**src/rtl/arbiter_puf_engine.sv**
```systemverilog
// Sequential arbiter-PUF evaluator: M delay chains of N stages, one stage per
// clock, optional LFSR noise at the arbiter, majority vote over VOTES runs.
//
// state | meaning
// ------+-----------------------------------------------------------
// IDLE  | ready for a challenge
// STAGE | accumulating one stage of every chain per clock
// ARB   | arbiter decision for every chain, vote tally, LFSR step
// DONE  | response held until the consumer takes it
module arbiter_puf_engine #(
    parameter int          N          = 4,
    parameter int          M          = 1,
    parameter int          DW         = 4,
    parameter logic [M*N*2*DW-1:0] DELAY = 32'h11111111,
    parameter int          VOTES      = 1,
    parameter int          NOISE_BITS = 0,
    parameter logic [15:0] LFSR_SEED  = 16'hACE1
) (
    input  logic         clk,
    input  logic         rst,
    input  logic         chal_valid,
    output logic         chal_ready,
    input  logic [N-1:0] challenge,
    output logic         resp_valid,
    input  logic         resp_ready,
    output logic [M-1:0] response,
    output logic         busy
);

    // Accumulator width leaves headroom for N stage additions plus a negation.
    localparam int AW = DW + $clog2(N + 1) + 2;
    // Arbiter sum is wide enough for the accumulator and the largest noise term.
    localparam int SW = ((AW > NOISE_BITS) ? AW : NOISE_BITS) + 1;
    localparam int IW = (N > 1) ? $clog2(N) : 1;
    localparam int VW = (VOTES > 1) ? $clog2(VOTES) : 1;
    localparam int CW = $clog2(VOTES + 1);
    localparam logic [15:0] SEED = (LFSR_SEED == 16'h0000) ? 16'hACE1 : LFSR_SEED;

    typedef enum logic [1:0] {
        IDLE  = 2'd0,
        STAGE = 2'd1,
        ARB   = 2'd2,
        DONE  = 2'd3
    } state_t;

    state_t                state_q, state_nxt;
    logic [N-1:0]          chal_q, chal_nxt;
    logic signed [AW-1:0]  delta_q [M];
    logic signed [AW-1:0]  delta_nxt [M];
    logic [CW-1:0]         vote_q [M];
    logic [CW-1:0]         vote_nxt [M];
    logic [IW-1:0]         stage_q, stage_nxt;
    logic [VW-1:0]         vidx_q, vidx_nxt;
    logic [15:0]           lfsr_q, lfsr_nxt;
    logic [M-1:0]          resp_q, resp_nxt;

    logic signed [SW-1:0]  arb_sum;
    logic                  arb_bit;
    logic [CW-1:0]         vote_tot;

    // Signed delay of chain k, stage i, select s, sign-extended to AW.
    function automatic logic signed [AW-1:0] stage_delay(input int k, input int i, input int s);
        logic signed [DW-1:0] d;
        d = DELAY[((k * N + i) * 2 + s) * DW +: DW];
        return {{(AW - DW){d[DW-1]}}, d};
    endfunction

    // Noise for chain k: low NOISE_BITS of the LFSR rotated left by k, sign-extended.
    function automatic logic signed [SW-1:0] noise_of(input logic [15:0] lf, input int k);
        logic [15:0]          r;
        logic signed [SW-1:0] n;
        int                   sh;
        int                   msb;
        sh  = k % 16;
        r   = (lf << sh) | (lf >> ((16 - sh) % 16));
        msb = (NOISE_BITS > 0) ? NOISE_BITS - 1 : 0;
        n   = '0;
        if (NOISE_BITS > 0) begin
            for (int b = 0; b < SW; b++) begin
                n[b] = (b < NOISE_BITS) ? r[b[3:0]] : r[msb[3:0]];
            end
        end
        return n;
    endfunction

    // Fibonacci LFSR, taps x^16 + x^14 + x^13 + x^11 + 1.
    function automatic logic [15:0] lfsr_step(input logic [15:0] l);
        return {l[14:0], l[15] ^ l[13] ^ l[12] ^ l[10]};
    endfunction

    // State register.
    always_ff @(posedge clk or negedge rst) begin
        if (!rst) begin
            state_q <= IDLE;
        end else begin
            state_q <= state_nxt;
        end
    end

    // Datapath registers: challenge latch, accumulators, tallies, indices, LFSR, response.
    always_ff @(posedge clk or negedge rst) begin
        if (!rst) begin
            chal_q  <= '0;
            stage_q <= '0;
            vidx_q  <= '0;
            lfsr_q  <= SEED;
            resp_q  <= '0;
            for (int k = 0; k < M; k++) begin
                delta_q[k] <= '0;
                vote_q[k]  <= '0;
            end
        end else begin
            chal_q  <= chal_nxt;
            stage_q <= stage_nxt;
            vidx_q  <= vidx_nxt;
            lfsr_q  <= lfsr_nxt;
            resp_q  <= resp_nxt;
            for (int k = 0; k < M; k++) begin
                delta_q[k] <= delta_nxt[k];
                vote_q[k]  <= vote_nxt[k];
            end
        end
    end

    // Next-state, datapath updates and handshake outputs.
    always_comb begin
        state_nxt = state_q;
        chal_nxt  = chal_q;
        stage_nxt = stage_q;
        vidx_nxt  = vidx_q;
        lfsr_nxt  = lfsr_q;
        resp_nxt  = resp_q;
        arb_sum   = '0;
        arb_bit   = 1'b0;
        vote_tot  = '0;
        for (int k = 0; k < M; k++) begin
            delta_nxt[k] = delta_q[k];
            vote_nxt[k]  = vote_q[k];
        end

        chal_ready = (state_q == IDLE);
        resp_valid = (state_q == DONE);
        busy       = (state_q == STAGE) || (state_q == ARB);
        response   = resp_q;

        case (state_q)
            IDLE: begin
                if (chal_valid) begin
                    chal_nxt  = challenge;
                    stage_nxt = '0;
                    vidx_nxt  = '0;
                    for (int k = 0; k < M; k++) begin
                        delta_nxt[k] = '0;
                        vote_nxt[k]  = '0;
                    end
                    state_nxt = STAGE;
                end
            end

            STAGE: begin
                for (int k = 0; k < M; k++) begin
                    if (chal_q[stage_q]) begin
                        delta_nxt[k] = -delta_q[k] + stage_delay(k, int'(stage_q), 1);
                    end else begin
                        delta_nxt[k] = delta_q[k] + stage_delay(k, int'(stage_q), 0);
                    end
                end
                if (stage_q == IW'(N - 1)) begin
                    state_nxt = ARB;
                end else begin
                    stage_nxt = stage_q + 1'b1;
                end
            end

            ARB: begin
                lfsr_nxt = lfsr_step(lfsr_q);
                for (int k = 0; k < M; k++) begin
                    arb_sum     = {{(SW - AW){delta_q[k][AW-1]}}, delta_q[k]} + noise_of(lfsr_q, k);
                    // Strictly positive wins; a tie resolves to 0.
                    arb_bit     = !arb_sum[SW-1] && (arb_sum != '0);
                    vote_tot    = vote_q[k] + CW'(arb_bit);
                    vote_nxt[k] = vote_tot;
                    if (vidx_q == VW'(VOTES - 1)) begin
                        resp_nxt[k] = (int'(vote_tot) * 2 > VOTES);
                    end
                end
                if (vidx_q == VW'(VOTES - 1)) begin
                    state_nxt = DONE;
                end else begin
                    for (int k = 0; k < M; k++) begin
                        delta_nxt[k] = '0;
                    end
                    stage_nxt = '0;
                    vidx_nxt  = vidx_q + 1'b1;
                    state_nxt = STAGE;
                end
            end

            DONE: begin
                if (resp_ready) begin
                    state_nxt = IDLE;
                end
            end

            default: begin
                state_nxt = IDLE;
            end
        endcase
    end

endmodule

```
**config.mk**
```make
export PLATFORM = sky130hd
export DESIGN_NAME = arbiter_puf_engine
export DESIGN_NICKNAME = d
export VERILOG_FILES = /design/src/rtl/arbiter_puf_engine.sv
export SDC_FILE = /design/constraint.sdc
export NUM_CORES = 1
export LEC_CHECK = 0
export CORE_MARGIN = 3
export CORE_UTILIZATION = 55
export CTS_CLUSTER_DIAMETER = 100
export CTS_CLUSTER_SIZE = 20
export DETAILED_ROUTE_END_ITERATION = 6
export PLACE_DENSITY_LB_ADDON = 0.2
export SLEW_MARGIN = 5
export SYNTH_ARGS = -nofsm -noshare
export SYNTH_HDL_FRONTEND = slang
export SYNTH_SLANG_ARGS = --single-unit
```
**constraint.sdc**
```tcl
create_clock -name clk -period 3.8 [get_ports clk]
set_input_delay 0.76 -clock clk [delete_from_list [all_inputs] [get_ports clk]]
set_output_delay 0.76 -clock clk [all_outputs]
set_load 0.01 [all_outputs]
```
==> results by group, run 1 <==
Synth
  • Mean Syn Cell Area: 9.76 um2
  • Synth top area cells: dfrtp_1, ha_1, o21ai_0, mux2_2, inv_1
  • Post-synth top flop: dfrtp_1
  • EDFF count, synth: 0
  • Flops & latches, synth: 19
  • Post-Syn Area: 1250 um2
  • Cell accounting for the most synthesized area: dfrtp_1
  • Yosys warns: 0
  • Cells after synthesis: 128
  • Netlist cell types: 43
  • Async S/R FF share, synth: 100%
  • Sequential-to-total area share from yosys stat: 38.1%
  • Post-synth net total: 146
  • Synth top area share: 38.1%

Global routing
  • GRT Total Usage: 19.9%
  • First-pass GRT wire length: 4110 um
  • Vias in the first global route: 932
  • Largest net degree at the start of global routing: 20
  • GRT overflow: 0
  • Initial antenna violation count: 0

Clock network
  • CTS resizes: 0
  • Clock sink count: 19
  • Post CTS Setup Buffer Count: 0
  • Post-CTS Hold Buffers: 0
  • CTS root buf: clkbuf_4
  • CTS tree: built
  • Clock-pin slew on the worst setup and hold paths: 0.11 ns
  • H-tree Lvls: 1
  • CTS Buf Count: 3
  • CTS max path bufs: 2
  • Clk_lat worst skew: 0.30 ns

Run
  • Max-cap viol count: 0

Detailed routing
  • Vias: 986
  • WL final: 2400 um
  • Residual DRC: 0
  • Antenna violation net count after detailed routing: 0
  • Via-per-instance ratio: 5.98
  • Pre-antenna DRT Iters: 4
  • DR WL/cell: 14.6 um
  • 1st-iter DRT viols: 14

Final layout
  • Most common cell after layout, fill and taps aside: dfrtp_1
  • Area grow syn2layout: 10.8%
  • Layout Utilization: 67.1%
  • Share of layout cells above drive strength 1: 13.0%
  • Antenna cells: 0
  • Non-filler instance count after layout: 165
  • Most frequent cells in the layout: dfrtp_1, inv_1, o21ai_0, clkdlybuf4s50_1, ha_1
  • Layout Nets: 157

Worst setup path
  • Worst setup SP type: flop
  • Critical Path AT: 1.66 ns
  • CP peak stage delay: 0.57 ns
  • Worst path cell trace: inv_1 -> ha_1 -> clkdlybuf4s50_1
  • Crit Path Max Fanout: 5
  • Slowest cell on the critical path: clkdlybuf4s50_1
  • Req. time, crit path: 3.04 ns
  • Crit Path Category: flop to output port
  • Crit path buf inv count: 2
  • CP top delay family: buffers and inverters
  • Critical path endpoint category: output port

Pwr
  • VDD IR max: 0.000678 V
  • Total chip power: 1.09 mW
  • Leakage: 0.620 nW
  • Cell Pwr Density: 788 nW/um2

Place
  • Gpl congestion: 0.845
  • Hpwl dp: 1800 um
  • Dpl cells: 161
  • IO Port Bufs: 11

Timing
  • RSZ-0062 raised after global routing: no
  • Fin. Hold Viols: 0
  • Slew at the pin closest to its max-slew limit: 0.855 ns
  • Final period util: 63.8%
  • Final clock skew: 0.00987 ns
  • Rel. slew slack: 42.8%
  • Slew Limit Fails: 0
  • Final setup TNS: 0 ns
  • FMAX: 0.413 GHz
  • Post-layout min period: 2.42 ns
  • Final setup fails: 0

Floorplanning
  • Row cnt: 16
  • Starting Density: 60.6%
  • Core region area: 2060 um2
  • Die height: 53.7 um
  • Die Width: 53.7 um
  • IO Pins: 12
  • Die area: 2880 um2

Min path
  • HP Class: flop to flop

Outcome
  • Outcome: completed
sequential cells by signal, summed over array words and instances, names as in the netlist:
| name | cells |
|---|---|
| delta_q | 9 |
| chal_q | 4 |
| stage_q | 2 |
| state_q | 2 |
| response | 1 |
| vote_q | 1 |
report_power, final:
part | internal, mW | switching [mW] | leakage [nW] | total, mW
clock | 0.0392 | 0.0633 | 0.0177 | 0.103
combinational | 0.299 | 0.339 | 0.356 | 0.638
sequential | 0.279 | 0.0708 | 0.247 | 0.350
stage by stage:
stage	setup WS [ns]	hold slack (ns)	area, um2
floorplan	1.71	0.464	1250
global placement	1.14	0.487	1360
detailed placement	1.10	0.498	1360
CTS	1.37	0.522	1380
global route	1.28	0.551	1380
finish	1.38	0.518	1380
synthesized netlist by cell type (all sizes together) (3+ instances only):
cell / number
a31oi: 3
a21oi: 7
nand2: 9
inv: 14
buf: 4
mux2: 6
ha: 10
nor2: 3
a211o: 3
or4: 3
o21ai: 14
dfrtp: 19
worst paths after layout:
kind                                   startpoint                     end  slack [ns]  depth (start not counted)
min in group asynchronous                     rst  delta_q[1]$_DFFE_PN0P_        0.93                          1
max in group asynchronous                     rst   chal_q[0]$_DFFE_PN0P_        2.33                          1
min                         chal_q[1]$_DFFE_PN0P_   chal_q[1]$_DFFE_PN0P_        0.52                          1
max reg2reg                state_q[1]$_DFFE_PN0P_  delta_q[4]$_DFFE_PN0P_        1.50                          5
min reg2reg                 chal_q[1]$_DFFE_PN0P_   chal_q[1]$_DFFE_PN0P_        0.52                          1
max                        state_q[0]$_DFFE_PN0P_              chal_ready        1.38                          3
area by class of cell:
class	instances	area [um2]
clock inverters	1	5.00
clock buffers	3	22.5
repair buffers	11	110
flip-flops and latches	19	475
fillers	174	678
multi-input cells	90	684
inverters	14	52.6
well taps	27	33.8
routing by layer:
layer | track usage [%] | vias up | wire length [um]
li1 | - | 491 | -
met1 | 25.7 | 477 | 1120
met2 | 33.3 | 14 | 1160
met3 | 3.32 | 4 | 82
met4 | 7.66 | 0 | 36
met5 | 0 | - | 0
cell families (layout without fill, tap and decap cells):
group,after synthesis,in the layout,share of synthesized area (%)
multiplexers,7,7,7.21
AND/OR/NAND/NOR,30,30,14.6
buffers and inverters,19,29,7.11
adder cells (fa/ha/maj),10,10,10.0
AO/OA/AOI/OAI,42,42,22.2
XOR/XNOR,1,1,0.702
flip-flops,19,19,38.1
(Power assumes the default switching activity.)
==> run 2: changes to the inputs <==
==> constraint.sdc (replaced) <==
create_clock -name clk -period 2.4 [get_ports clk]
set_input_delay 0.48 -clock clk [delete_from_list [all_inputs] [get_ports clk]]
set_output_delay 0.48 -clock clk [all_outputs]
set_load 0.01 [all_outputs]
==> run 2 against run 1 <==
Final area is 2.2% higher. Via count rose by 3.3%. Sequential share of layout area is 0.73 points lower. Largest cell class unchanged. Highest routed layer unchanged.
==> results by group, run 2 (synthesized netlist as in run 1, its figures left out) <==
Outcome
  • Outcome: completed (unchanged)

Clock network
  • Post-CTS Hold Buffers: 0 (unchanged)
  • Clk_lat worst skew: 0.30 ns (about the same)
  • Post CTS Setup Buffer Count: 0 (unchanged)
  • CTS Buf Count: 3 (unchanged)
  • CTS root buf: clkbuf_4 (unchanged)
  • H-tree Lvls: 1 (unchanged)
  • Clock-pin slew on the worst setup and hold paths: 0.13 ns (was 0.11 ns)
  • CTS tree: built (unchanged)
  • CTS max path bufs: 2 (unchanged)
  • Clock sink count: 19 (unchanged)
  • CTS resizes: 0 (unchanged)

Worst setup path
  • FF-to-FF End: delta_q[4]$_DFFE_PN0P_ (unchanged)
  • Critical path endpoint category: output port (unchanged)
  • Worst setup SP type: flop (unchanged)
  • Reg-to-Reg Start: state_q[0]$_DFFE_PN0P_ (was state_q[1]$_DFFE_PN0P_)
  • Reg2reg path depth: 5 (unchanged)
  • Critical Path AT: 1.71 ns (was 1.66 ns)
  • R2R Setup Slk: 0.28 ns (was 1.50 ns)
  • Crit Path Max Fanout: 4 (was 5)
  • Crit Path Category: flop to output port (unchanged)
  • Req. time, crit path: 1.92 ns (was 3.04 ns)

Final layout
  • Register name with the most flops: delta_q (unchanged)
  • Layout Nets: 161 (was 157)
  • Share of layout cells above drive strength 1: 15.5% (was 13.0%)
  • Biggest regs: delta_q (9), chal_q (4) (unchanged)
  • Most frequent cells in the layout: dfrtp_1, inv_1, o21ai_0, clkdlybuf4s50_1, ha_1 (unchanged)
  • Largest register FFs: 9 (unchanged)
  • Antenna cells: 0 (unchanged)
  • Area grow syn2layout: 13.2% (was 10.8%)
  • Most common cell after layout, fill and taps aside: dfrtp_1 (unchanged)

Detailed routing
  • Via-per-instance ratio: 6.03 (was 5.98)
  • Vias: 1,019 (was 986)
  • Pre-antenna DRT Iters: 4 (unchanged)
  • DR WL/cell: 15.0 um (was 14.6 um)
  • WL final: 2530 um (was 2400 um)
  • 1st-iter DRT viols: 16 (was 14)
  • Antenna violation net count after detailed routing: 0 (unchanged)
  • Residual DRC: 0 (unchanged)

Pwr
  • Switching share of power: 44.0% (was 43.4%)
  • Internal: 1.00 mW (was 0.617 mW)
  • VDD IR max: 0.00112 V (was 0.000678 V)
  • Leakage: 0.640 nW (was 0.620 nW)
  • Cell Pwr Density: 1270 nW/um2 (was 788 nW/um2)
  • Seq pwr share: 31.0% (was 32.1%)
  • Psw: 0.788 mW (was 0.473 mW)
  • Clock share of power: 9.7% (was 9.4%)
  • Comb pwr share: 59.4% (was 58.5%)
  • Total chip power: 1.79 mW (was 1.09 mW)

Timing
  • Post-layout min period: 2.19 ns
  • Fin. Hold Viols: 0 (unchanged)
  • RSZ-0062 raised after global routing: no (unchanged)
  • Final period util: 91.4%
  • Rel. slew slack: 70.3% (was 42.8%)
  • FMAX: 0.456 GHz
  • Final setup fails: 0 (unchanged)
  • Final clock skew: 0.00970 ns (was 0.00987 ns)
  • Slew Limit Fails: 0 (unchanged)
  • Final setup TNS: 0 ns (unchanged)
  • Slew at the pin closest to its max-slew limit: 0.445 ns (was 0.855 ns)

Floorplanning
  • Die height: 53.7 um (unchanged)
  • IO Pins: 12 (unchanged)
  • Die Width: 53.7 um (unchanged)
  • Row cnt: 16 (unchanged)
  • Core region area: 2060 um2 (unchanged)
  • Starting Density: 60.6% (unchanged)
  • Die area: 2880 um2 (unchanged)

Min path
  • HP Class: primary input to async pin (was flop to flop)

Place
  • IO Port Bufs: 11 (unchanged)
  • Hpwl dp: 1850 um (was 1800 um)
  • Gpl congestion: 0.863 (was 0.845)

Global routing
  • GRT overflow: 0 (unchanged)
  • Largest net degree at the start of global routing: 20 (unchanged)
  • Vias in the first global route: 965 (was 932)
  • Initial antenna violation count: 0 (unchanged)
  • GRT Total Usage: 20.5% (was 19.9%)
  • First-pass GRT wire length: 4290 um (was 4110 um)

Run
  • Max-cap viol count: 0 (unchanged)
## run 2: cell count changes in the layout (fill, tap and decap cells not counted), sizes merged
cell,change
buf,+4
## run 2: metal layers
metal  global-route usage [%]  wire (um)  up-vias
met5                        0          0        -
met4                     4.68          7        0
met3                     3.32         79        2
met2                     36.1       1250       17
met1                     26.2       1190      498
li1                         -          -      502
## run 2: area by class of cell
type,instances,area (um2)
Inverter,14,52.6
Timing Repair Buffer,15,140
Tap cell,27,33.8
Sequential cell,19,475
Clock inverter,1,5.00
Clock buffer,3,22.5
Multi-Input combinational cell,90,684
Fill cell,165,648
## run 2: power by group through the flow
stage / clock, mW / sequential [mW] / combinational, mW
floorplan: 0 / 0.532 / 0.809
global placement: 0 / 0.554 / 1.02
detailed placement: 0 / 0.560 / 1.05
CTS: 0.175 / 0.554 / 1.06
global route: 0.192 / 0.579 / 1.17
finish: 0.173 / 0.555 / 1.06
## run 2: critical path: stages, from the launching register on
cell and delay, ns:
dfrtp_1 0.44, inv_1 0.11, ha_1 0.19, buf_4 0.14
clkdlybuf4s50_1 0.54
## run 2: worst max path at each step
stage / from / endpoint / cells past startpoint
final: state_q[1]$_DFFE_PN0P_ / chal_ready / 4
after global routing: state_q[1]$_DFFE_PN0P_ / chal_ready / 4
after CTS: state_q[1]$_DFFE_PN0P_ / chal_ready / 4
after detailed placement: chal_valid / delta_q[4]$_DFFE_PN0P_ / 5
after global placement: chal_valid / delta_q[4]$_DFFE_PN0P_ / 5
after floorplan: state_q[0]$_DFFE_PN0P_ / delta_q[4]$_DFFE_PN0P_ / 7
## run 2: stage by stage
stage / cells / hold WS [ns] / utilization, % / area [um2] / worst slack (ns)
after floorplan: 128 / 0.184 / - / 1250 / 0.308
after detailed placement: 165 / 0.492 / 67.2 / 1390 / 0.0417
after global placement: 165 / 0.484 / 67.2 / 1390 / 0.0641
after CTS: 169 / 0.507 / 68.6 / 1410 / 0.210
final: 169 / 0.491 / 68.6 / 1410 / 0.205
after global routing: 169 / 0.502 / 68.6 / 1410 / 0.132
==> RTL change (config.mk and constraints of run 2) <==
Change the parameter `N` from 4 to 16.
--- a/src/rtl/arbiter_puf_engine.sv
+++ b/src/rtl/arbiter_puf_engine.sv
@@ -8,7 +8,7 @@
 // ARB   | arbiter decision for every chain, vote tally, LFSR step
 // DONE  | response held until the consumer takes it
 module arbiter_puf_engine #(
-    parameter int          N          = 4,
+    parameter int          N          = 16,
     parameter int          M          = 1,
     parameter int          DW         = 4,
     parameter logic [M*N*2*DW-1:0] DELAY = 32'h11111111,
Ports: changed (resized challenge); port bits go from 12 to 24. The function was not compared with the original's and may differ.
==> RTL change against run 2 <==
  * Non-clock buffer count is 14 higher
  * Area after synthesis is 69% higher
  * Setup slack worse by 57 ps
  * Sequential cell count grew 16
  * Design area up 78%
  * Wire length grew 82%
  * First-iteration DRC count rose to 12 times the old value
  * Power up 84%
  * Worst hold slack better by 16 ps
  * Largest cell class unchanged
==> RTL change: results <==
set metrics [dict create \
    status "finished clean" \
    fin_worst_skew_ps 5.228 \
    leakage_uw 0.001117 \
    dp_hpwl_um 3350 \
    syn_area_per_cell_sq_um 10.22 \
    cpMaxStageDelayCell "mux4_1" \
    p_sw_share_pct 40.86 \
    fin_hold_ws_ps 506.9 \
    port_buffers 23 \
    reg2reg_depth 6 \
    grt_use_met1_pct 29.13 \
    dp_cells 275 \
    design.seq.count 35 \
    reg2reg_slack_ps 150 \
    multiInputGateArea_sq_um 1161 \
    drt_iter0_markers 190 \
    clk_share_pct 4.082 \
    via_per_inst 6.032 \
    crit_fanout 18 \
    rr_startpoint "stage_q[1]$_DFFE_PN0P_" \
    ctsHtreeMaxLevel 2 \
    clk_latency_ps 280 \
    slew_headroom_pct 59.30 \
    postPlaceCellArea_sq_um 2411 \
    synth_seq_area_share_pct 41.40 \
    comb.multi_input.count 154 \
    syn_nets 237 \
    path_clk_slew_ps 70 \
]
==> RTL change: kinds of logic after synthesis <==
family	after synthesis	share of synthesized area (%)
AND/OR/NAND/NOR	67	15.97
AO/OA/AOI/OAI	44	14.61
flip-flops	35	41.40
multiplexers	33	18.39
buffers and inverters	18	3.726
adder cells (fa/ha/maj)	10	5.914
==> RTL change: worst max-delay path by stage <==
stage / from / end / slack (ps) / cells past startpoint
final: stage_q[1]$_DFFE_PN0P_ / delta_q[3]$_DFFE_PN0P_ / 150 / 6
after global placement: chal_valid / delta_q[5]$_DFFE_PN0P_ / 220 / 6
after global routing: stage_q[1]$_DFFE_PN0P_ / delta_q[3]$_DFFE_PN0P_ / 60 / 6
after floorplan: state_q[0]$_DFFE_PN0P_ / delta_q[5]$_DFFE_PN0P_ / 230 / 8
after CTS: stage_q[1]$_DFFE_PN0P_ / delta_q[3]$_DFFE_PN0P_ / 150 / 6
after detailed placement: stage_q[1]$_DFFE_PN0P_ / delta_q[3]$_DFFE_PN0P_ / 170 / 6
